**config.mk**
```make
export PLATFORM = sky130hd
export DESIGN_NAME = acc_sequencer
export DESIGN_NICKNAME = d
export VERILOG_FILES = /design/src/rtl/acc_sequencer.sv
export SDC_FILE = /design/constraint.sdc
export NUM_CORES = 1
export LEC_CHECK = 0
export CORE_ASPECT_RATIO = 0.7
export CORE_MARGIN = 5
export CORE_UTILIZATION = 55
export CTS_CLUSTER_DIAMETER = 80
export DETAILED_ROUTE_END_ITERATION = 6
export DONT_BUFFER_PORTS = 1
export PLACE_DENSITY = 0.7
export SLEW_MARGIN = 15
export SYNTH_ARGS = -nofsm -noshare
export SYNTH_HDL_FRONTEND = slang
export SYNTH_SLANG_ARGS = --single-unit
```
**constraint.sdc**
```tcl
create_clock -name clk -period 1.66 [get_ports clk]
set_input_delay 0.415 -clock clk [delete_from_list [all_inputs] [get_ports clk]]
set_output_delay 0.415 -clock clk [all_outputs]
set_load 0.01 [all_outputs]
```
**src/rtl/acc_sequencer.sv**
```systemverilog
// Program sequencer for the accumulator core: fetches 12-bit instructions from a
// synchronous ROM, drives the ALU op/operand/enable and resolves carry jumps.
module acc_sequencer #(
    parameter int PC_WIDTH = 8,
    parameter int RESET_PC = 0
) (
    input  logic                clk,
    input  logic                rst,
    input  logic                start,
    output logic [PC_WIDTH-1:0] prog_addr,
    input  logic [11:0]         prog_data,
    output logic [2:0]          operation_code,
    output logic [7:0]          in_b,
    output logic                aku_enable,
    input  logic                carry_in,
    output logic                carry_q,
    output logic                busy,
    output logic                halted
);

    localparam logic [2:0] S_IDLE   = 3'd0;
    localparam logic [2:0] S_FETCH  = 3'd1;
    localparam logic [2:0] S_LOAD   = 3'd2;
    localparam logic [2:0] S_EXEC   = 3'd3;
    localparam logic [2:0] S_HALTED = 3'd4;

    localparam logic [PC_WIDTH-1:0] PC_INIT = PC_WIDTH'(RESET_PC);

    logic [2:0]          state;
    logic [PC_WIDTH-1:0] pc;
    logic [11:0]         instr_reg;

    logic [PC_WIDTH-1:0] pc_inc;
    logic [PC_WIDTH-1:0] jump_target;
    logic [PC_WIDTH-1:0] exec_pc;
    logic                is_alu;
    logic                is_halt;
    logic                take_jump;

    always_comb begin
        pc_inc      = pc + PC_WIDTH'(1);
        // Width cast zero-extends or truncates the 8-bit operand to the PC width.
        jump_target = PC_WIDTH'(instr_reg[7:0]);
        is_alu      = ~instr_reg[11];
        is_halt     = (instr_reg[11:8] == 4'hF);
        case (instr_reg[11:8])
            4'h8:    take_jump = 1'b1;
            4'h9:    take_jump = carry_q;
            4'hA:    take_jump = ~carry_q;
            default: take_jump = 1'b0;
        endcase
        exec_pc = take_jump ? jump_target : pc_inc;
    end

    always_ff @(posedge clk or posedge rst) begin
        if (rst) begin
            state     <= S_IDLE;
            pc        <= PC_INIT;
            instr_reg <= '0;
            carry_q   <= 1'b0;
        end else begin
            case (state)
                S_IDLE: begin
                    if (start) state <= S_FETCH;
                end
                S_FETCH: begin
                    state <= S_LOAD;
                end
                S_LOAD: begin
                    instr_reg <= prog_data;
                    state     <= S_EXEC;
                end
                S_EXEC: begin
                    if (is_halt) begin
                        state <= S_HALTED;
                    end else begin
                        pc    <= exec_pc;
                        state <= S_FETCH;
                        if (is_alu) carry_q <= carry_in;
                    end
                end
                S_HALTED: begin
                    if (start) begin
                        pc      <= PC_INIT;
                        carry_q <= 1'b0;
                        state   <= S_FETCH;
                    end
                end
                default: state <= S_IDLE;
            endcase
        end
    end

    // Enable is decoded from state so an asynchronous reset drops it immediately.
    assign aku_enable     = (state == S_EXEC) && is_alu;
    assign prog_addr      = pc;
    assign operation_code = instr_reg[10:8];
    assign in_b           = instr_reg[7:0];
    assign busy           = (state == S_FETCH) || (state == S_LOAD) || (state == S_EXEC);
    assign halted         = (state == S_HALTED);

endmodule

```
# Yosys cells after proc, flatten, opt, wreduce, memory -nomap -nowiden
# Index checks and enable logic that the tools add are counted.
[totals]
wordCells = 39
inputBits = 16
reg_bits = 24
out_inout_bits = 23
[op_classes]
mux = 12
bitwise_logic = 2
reduce_logical = 8
n_eq_ne = 12
add_sub_neg = 1
[ops]
columns = ["cell", "n"]
rows = [
  ["8-bit 2-to-1 mux", 3],
  ["4-bit equality test (second input constant)", 4],
  ["8-bit case mux with 2 select lines", 1],
  ["3-bit case mux with 4 select lines", 1],
  ["8-bit by 1-bit adder with 8-bit output (second input constant)", 1],
  ["3-bit by 2-bit equality test with 1-bit output (second input constant)", 2],
  ["3-bit 2-to-1 mux", 2],
  ["2-bit != test (second input constant)", 3],
  ["4-bit AND reduction", 1],
  ["3-bit by 1-bit equality test with 1-bit output (second input constant)", 1],
  ["3-bit equality test (second input constant)", 1],
  ["3-bit logical NOT", 1],
  ["1-bit 2-to-1 mux", 3],
  ["1-bit case mux with 3 select lines", 1],
  ["3-bit AND reduction", 1],
  ["1-bit logical OR", 2],
  ["2-bit by 1-bit != test with 1-bit output (second input constant)", 1],
  ["1-bit NOT", 2],
  ["1-bit case mux with 2 select lines", 1],
  ["2-bit nonzero test", 1],
  ["2-bit OR reduction", 1],
  ["1-bit logical AND", 1],
]

# Logic depth before layout (Yosys ltp)
[depth]
ltp_word = 5
ltp_mapped = 5

# Worst setup path after synthesis
# No wires, ideal clock.
[synth_path]
path_kind = "reg-to-reg"
start = "register carry_q"
end = "register pc[3] (netlist: prog_addr[3])"
path_buffers = 1
path_stages_with_launch = 6
period_less_slack_ps = 1514
setup_slack_ps = 146
setup_time_ps = 123
t_arrival_ps = 1391
t_required_ps = 1537
path_cell_list = "dfrtp_1 mux2_4 or3_1 buf_6 mux2i_1 o2bb2ai_1"
[synth_between]
elab_chain_cells = 5
[synth_lines]
columns = ["element", "line_no", "source"]
rows = [
  ["from (decl)", "16", "output logic carry_q,"],
  ["from (signal assigned)", "79", "if (is_alu) carry_q <= carry_in;"],
  ["1-bit NOT", "49", "4'hA: take_jump = ~carry_q;"],
  ["1-bit case mux with 3 select lines *", "46", "case (instr_reg[11:8])"],
  ["8-bit 2-to-1 mux *", "52", "exec_pc = take_jump ? jump_target : pc_inc;"],
  ["8-bit 2-to-1 mux *", "74", "if (is_halt) begin"],
  ["8-bit case mux with 2 select lines *", "62", "case (state)"],
  ["to (signal assigned)", "77", "pc <= exec_pc;"],
  ["to (decl)", "30", "logic [PC_WIDTH-1:0] pc;"],
]
# Mark *: on every way between the ends. The rest lies on a longest branch, timed or not. The select of a mux whose other input is x is not followed.
# A chain may end at the register's enable or synchronous reset.

# Final worst setup path
[layout_path]
start = "register state[2]"
end = "output port aku_enable"
[layout_between]
elab_chain_cells = 2
[layout_lines]
columns = ["element", "line_no", "source"]
rows = [
  ["from (decl)", "29", "logic [2:0] state;"],
  ["from (signal assigned)", "57", "state <= S_IDLE;"],
  ["from (signal assigned)", "64", "if (start) state <= S_FETCH;"],
  ["from (signal assigned)", "67", "state <= S_LOAD;"],
  ["3-bit by 2-bit equality test with 1-bit output", "95", "assign aku_enable = (state == S_EXEC) && is_alu;"],
  ["1-bit logical AND", "95", ""],
  ["to (decl)", "14", "output logic aku_enable,"],
]
# Every way passes these cells.

==> qor.csv <==
stage,metric,value,unit
routing,met2 wire length,1.05,mm
logic_synthesis,"area leader, netlist",dfrtp_1,
logic_synthesis,number of library cell types mapped by synthesis,35,
flow_run,Max Cap Viol,0,
logic_synthesis,Simple-Gate Fraction of Synth Area,0.131,
power,Pwr Total,0.00285,W
floorplan,Site Rows,14,
sta,Period minus WS final,1.63,ns
layout,layout cells sized above 1,0.265,
layout,design area,1360,µm²
setup_path,critical path's top delay family,flip-flops,
clock_network,CTS Buf Count,3,
sta,setup violators final,0,
routing,drt pass-1 iters,4,
global_route,global route overflow,0,
routing,via count,863,
placed_design,placed cell areas,1280,µm²
logic_synthesis,Main synth FF type,dfrtp_1,
clock_network,Root Driver,clkbuf_4,
routing,Top Metal Used,met4,
setup_path,crit end category,primary output,
setup_path,crit path DAT,1.22,ns
sta,Final period util,0.984,
placed_design,I/O Buffers,0,
logic_synthesis,number of synthesized flops with an enable pin,0,
routing,DR vias/cell,5.79,
clock_network,depth of the CTS H-tree,1,
setup_path,FF-to-FF End,prog_addr[5],
global_route,first-pass GRT wire length,4.11,mm
setup_path,worst-path fanout max,7,
routing,Met1 Wirelength,1.21,mm
power,Clk pwr share,0.147,
sta,fmax,0.612,GHz
floorplan,Placeable Area,2170,µm²
power,power per cell area,2090,nW/µm²
logic_synthesis,synth top area cells,"dfrtp_1 (47%), mux2_2 (7.1%), buf_4 (6.5%)",
logic_synthesis,post-synthesis mux area share,0.156,
layout,Area growth syn-to-layout,7.19,%
layout,nets@finish,135,
floorplan,Die X,67.5,µm
power,internal cell power,0.00171,W
logic_synthesis,combinational family with the most area after synthesis,multiplexers,
setup_path,Crit path required time,1.24,ns
run_status,outcome,finished clean,
logic_synthesis,Yosys Warn Count,0,
routing,Post-route DRC,0,
setup_path,CP max-delay cell,dfrtp_2,
sta,worst clock skew,0.00540,ns
logic_synthesis,Post-Synth Adder-Cell Area,0.00984,
sta,RSZ-0062 raised after global routing,yes,
logic_synthesis,Syn Nets,133,
setup_path,RR Startpoint,instr_reg[10],
layout,Antenna diodes,0,
setup_path,CP max stage delay,0.46,ns
power,Logic pwr share,0.413,
power,leakage,0.627,nW
power,Switch Pwr,0.00114,W
logic_synthesis,Netlist Area Pre-Place,1270,µm²
logic_synthesis,top-area cell type share of the netlist area,0.472,
clock_network,TritonCTS Sinks,24,
sta,Slew @ Worst Pin,0.344,ns
floorplan,Die Y,50.2,µm
setup_path,WP buf/inv,0,
sta,setup TNS,0,ns
setup_path,Startpoint Class,register,
setup_path,kind of critical path,reg -> out,
global_route,largest net degree at the start of global routing,25,
logic_synthesis,Post-Synth XOR/XNOR Area,0.0207,
setup_path,reg2reg path depth,4,
floorplan,IO Pins,39,
global_route,initial antenna violation count,0,
power,Flop pwr share,0.441,
routing,Met3 Wirelength,202,µm
clock_network,CTS Hold Bufs,0,
setup_path,register-to-register setup slack,0.12,ns
global_route,gr usage total,0.156,
logic_synthesis,post-synthesis sequential area ratio,0.472,
clock_network,CTS tree,yes,
sta,worst rel slew slack,0.770,
global_route,vias in the first global route,832,
power,VDD IR max,908,µV
routing,remaining antenna violation count after routing,0,
logic_synthesis,Synth async-reset ratio,1.00,
clock_network,clock-pin slew on the worst setup and hold paths,0.13,ns
floorplan,initial core utilization,0.585,
setup_path,critical path depth,2,
clock_network,buffer depth of the longest clock path,2,
routing,final WL,2.48,mm
setup_path,worst-path cell chain,nand3b_1 > nor2_4,
clock_network,Clock Latency Late Sink,0.32,ns
hold_path,Hold Crit Class,in -> async,
floorplan,Die Area,3390,µm²
sta,Final Slew Violations,0,
routing,drt first-iter violations,61,
placed_design,Final Wtd Congestion,0.833,
routing,post-DR wirelength/cell,16.6,µm
logic_synthesis,Syn Area/Cell,11.0,µm²
power,switching portion of total power,0.400,
layout,max reg flops,12,
sta,Fin. Hold Viols,0,
logic_synthesis,Compound-Gate Fraction of Synth Area,0.120,
logic_synthesis,Yosys reg bits,24,
placed_design,post-DP HPWL,1.94,mm
logic_synthesis,Post-Syn Instances,116,
worst max-delay path by stage:
stage              endpoint      from  slack, ns
2_1_floorplan  prog_addr[3]   carry_q       0.15
3_3_place_gp   prog_addr[1]   carry_q       0.13
4_1_cts          aku_enable  state[2]       0.01
6_report         aku_enable  state[2]       0.03
5_1_grt          aku_enable  state[2]      -0.02
3_5_place_dp   prog_addr[4]   carry_q       0.09
power by group through the flow:
stage / registers, W / logic, W / clock network [W]
finish: 0.00126 / 0.00118 / 0.000418
global route: 0.00130 / 0.00129 / 0.000459
CTS: 0.00125 / 0.00112 / 0.000429
detailed placement: 0.00126 / 0.00112 / 0
global placement: 0.00126 / 0.00109 / 0
floorplan: 0.00113 / 0.00108 / 0
cells by family after synthesis:
logic type	after synthesis
multiplexers	18
buffers and inverters	17
AO/OA/AOI/OAI	21
adder cells (fa/ha/maj)	1
XOR/XNOR	3
flip-flops	24
AND/OR/NAND/NOR	32
synthesized netlist by cell type, types with 2 or more instances:
cell / instances
and3_1: 4
nand2_1: 5
o22ai_1: 2
o2bb2ai_1: 5
xnor2_1: 2
nand3_1: 3
dfrtp_1: 24
a221o_1: 2
mux2_2: 8
nor3_1: 2
inv_1: 3
mux2i_1: 6
o21ai_0: 5
nor2_1: 10
buf_4: 11
a21oi_1: 3
mux2_1: 3
repair_timing:
item | 4_1_cts | 5_1_grt
resized for setup | 1 | 5
pin swaps | 0 | 0
setup endpoints to repair | 1 | 6
setup buffers | 0 | 1
through the flow:
stage          hold slack (ns)  instances  setup slack, ns  utilization
2_1_floorplan            0.430        116            0.146            -
3_3_place_gp             0.366        144            0.129        0.589
3_5_place_dp             0.370        144           0.0946        0.589
4_1_cts                0.00808        148           0.0143        0.615
5_1_grt                 0.0155        149          -0.0193        0.627
6_report               0.00259        149           0.0261        0.627
cells in the final DEF, fill, tap and decap left out, drive strengths merged, types with 3 or more instances in the layout:
cell | synthesis | final
mux2 | 12 | 12
nor3 | 3 | 3
a21oi | 3 | 3
o21ai | 5 | 5
buf | 13 | 10
dfrtp | 24 | 24
nor2 | 10 | 10
inv | 4 | 4
and3 | 4 | 4
nand2 | 5 | 5
nand3 | 3 | 3
clkbuf | 0 | 3
o2bb2ai | 5 | 5
mux2i | 6 | 6
final cells by class:
type | count | area, µm²
Timing Repair Buffer | 10 | 75.1
Multi-Input combinational cell | 75 | 577
Clock inverter | 1 | 30.0
Clock buffer | 3 | 22.5
Tap cell | 32 | 40.0
Fill cell | 199 | 810
Inverter | 4 | 15.0
Sequential cell | 24 | 603
per-layer routing:
| layer | GRT usage | vias to the layer above |
|---|---|---|
| li1 | - | 414 |
| met1 | 0.223 | 410 |
| met2 | 0.221 | 34 |
| met3 | 0.0670 | 5 |
| met4 | 0.0303 | 0 |
| met5 | 0 | - |
Note: power is estimated with default switching activity, not from simulation.
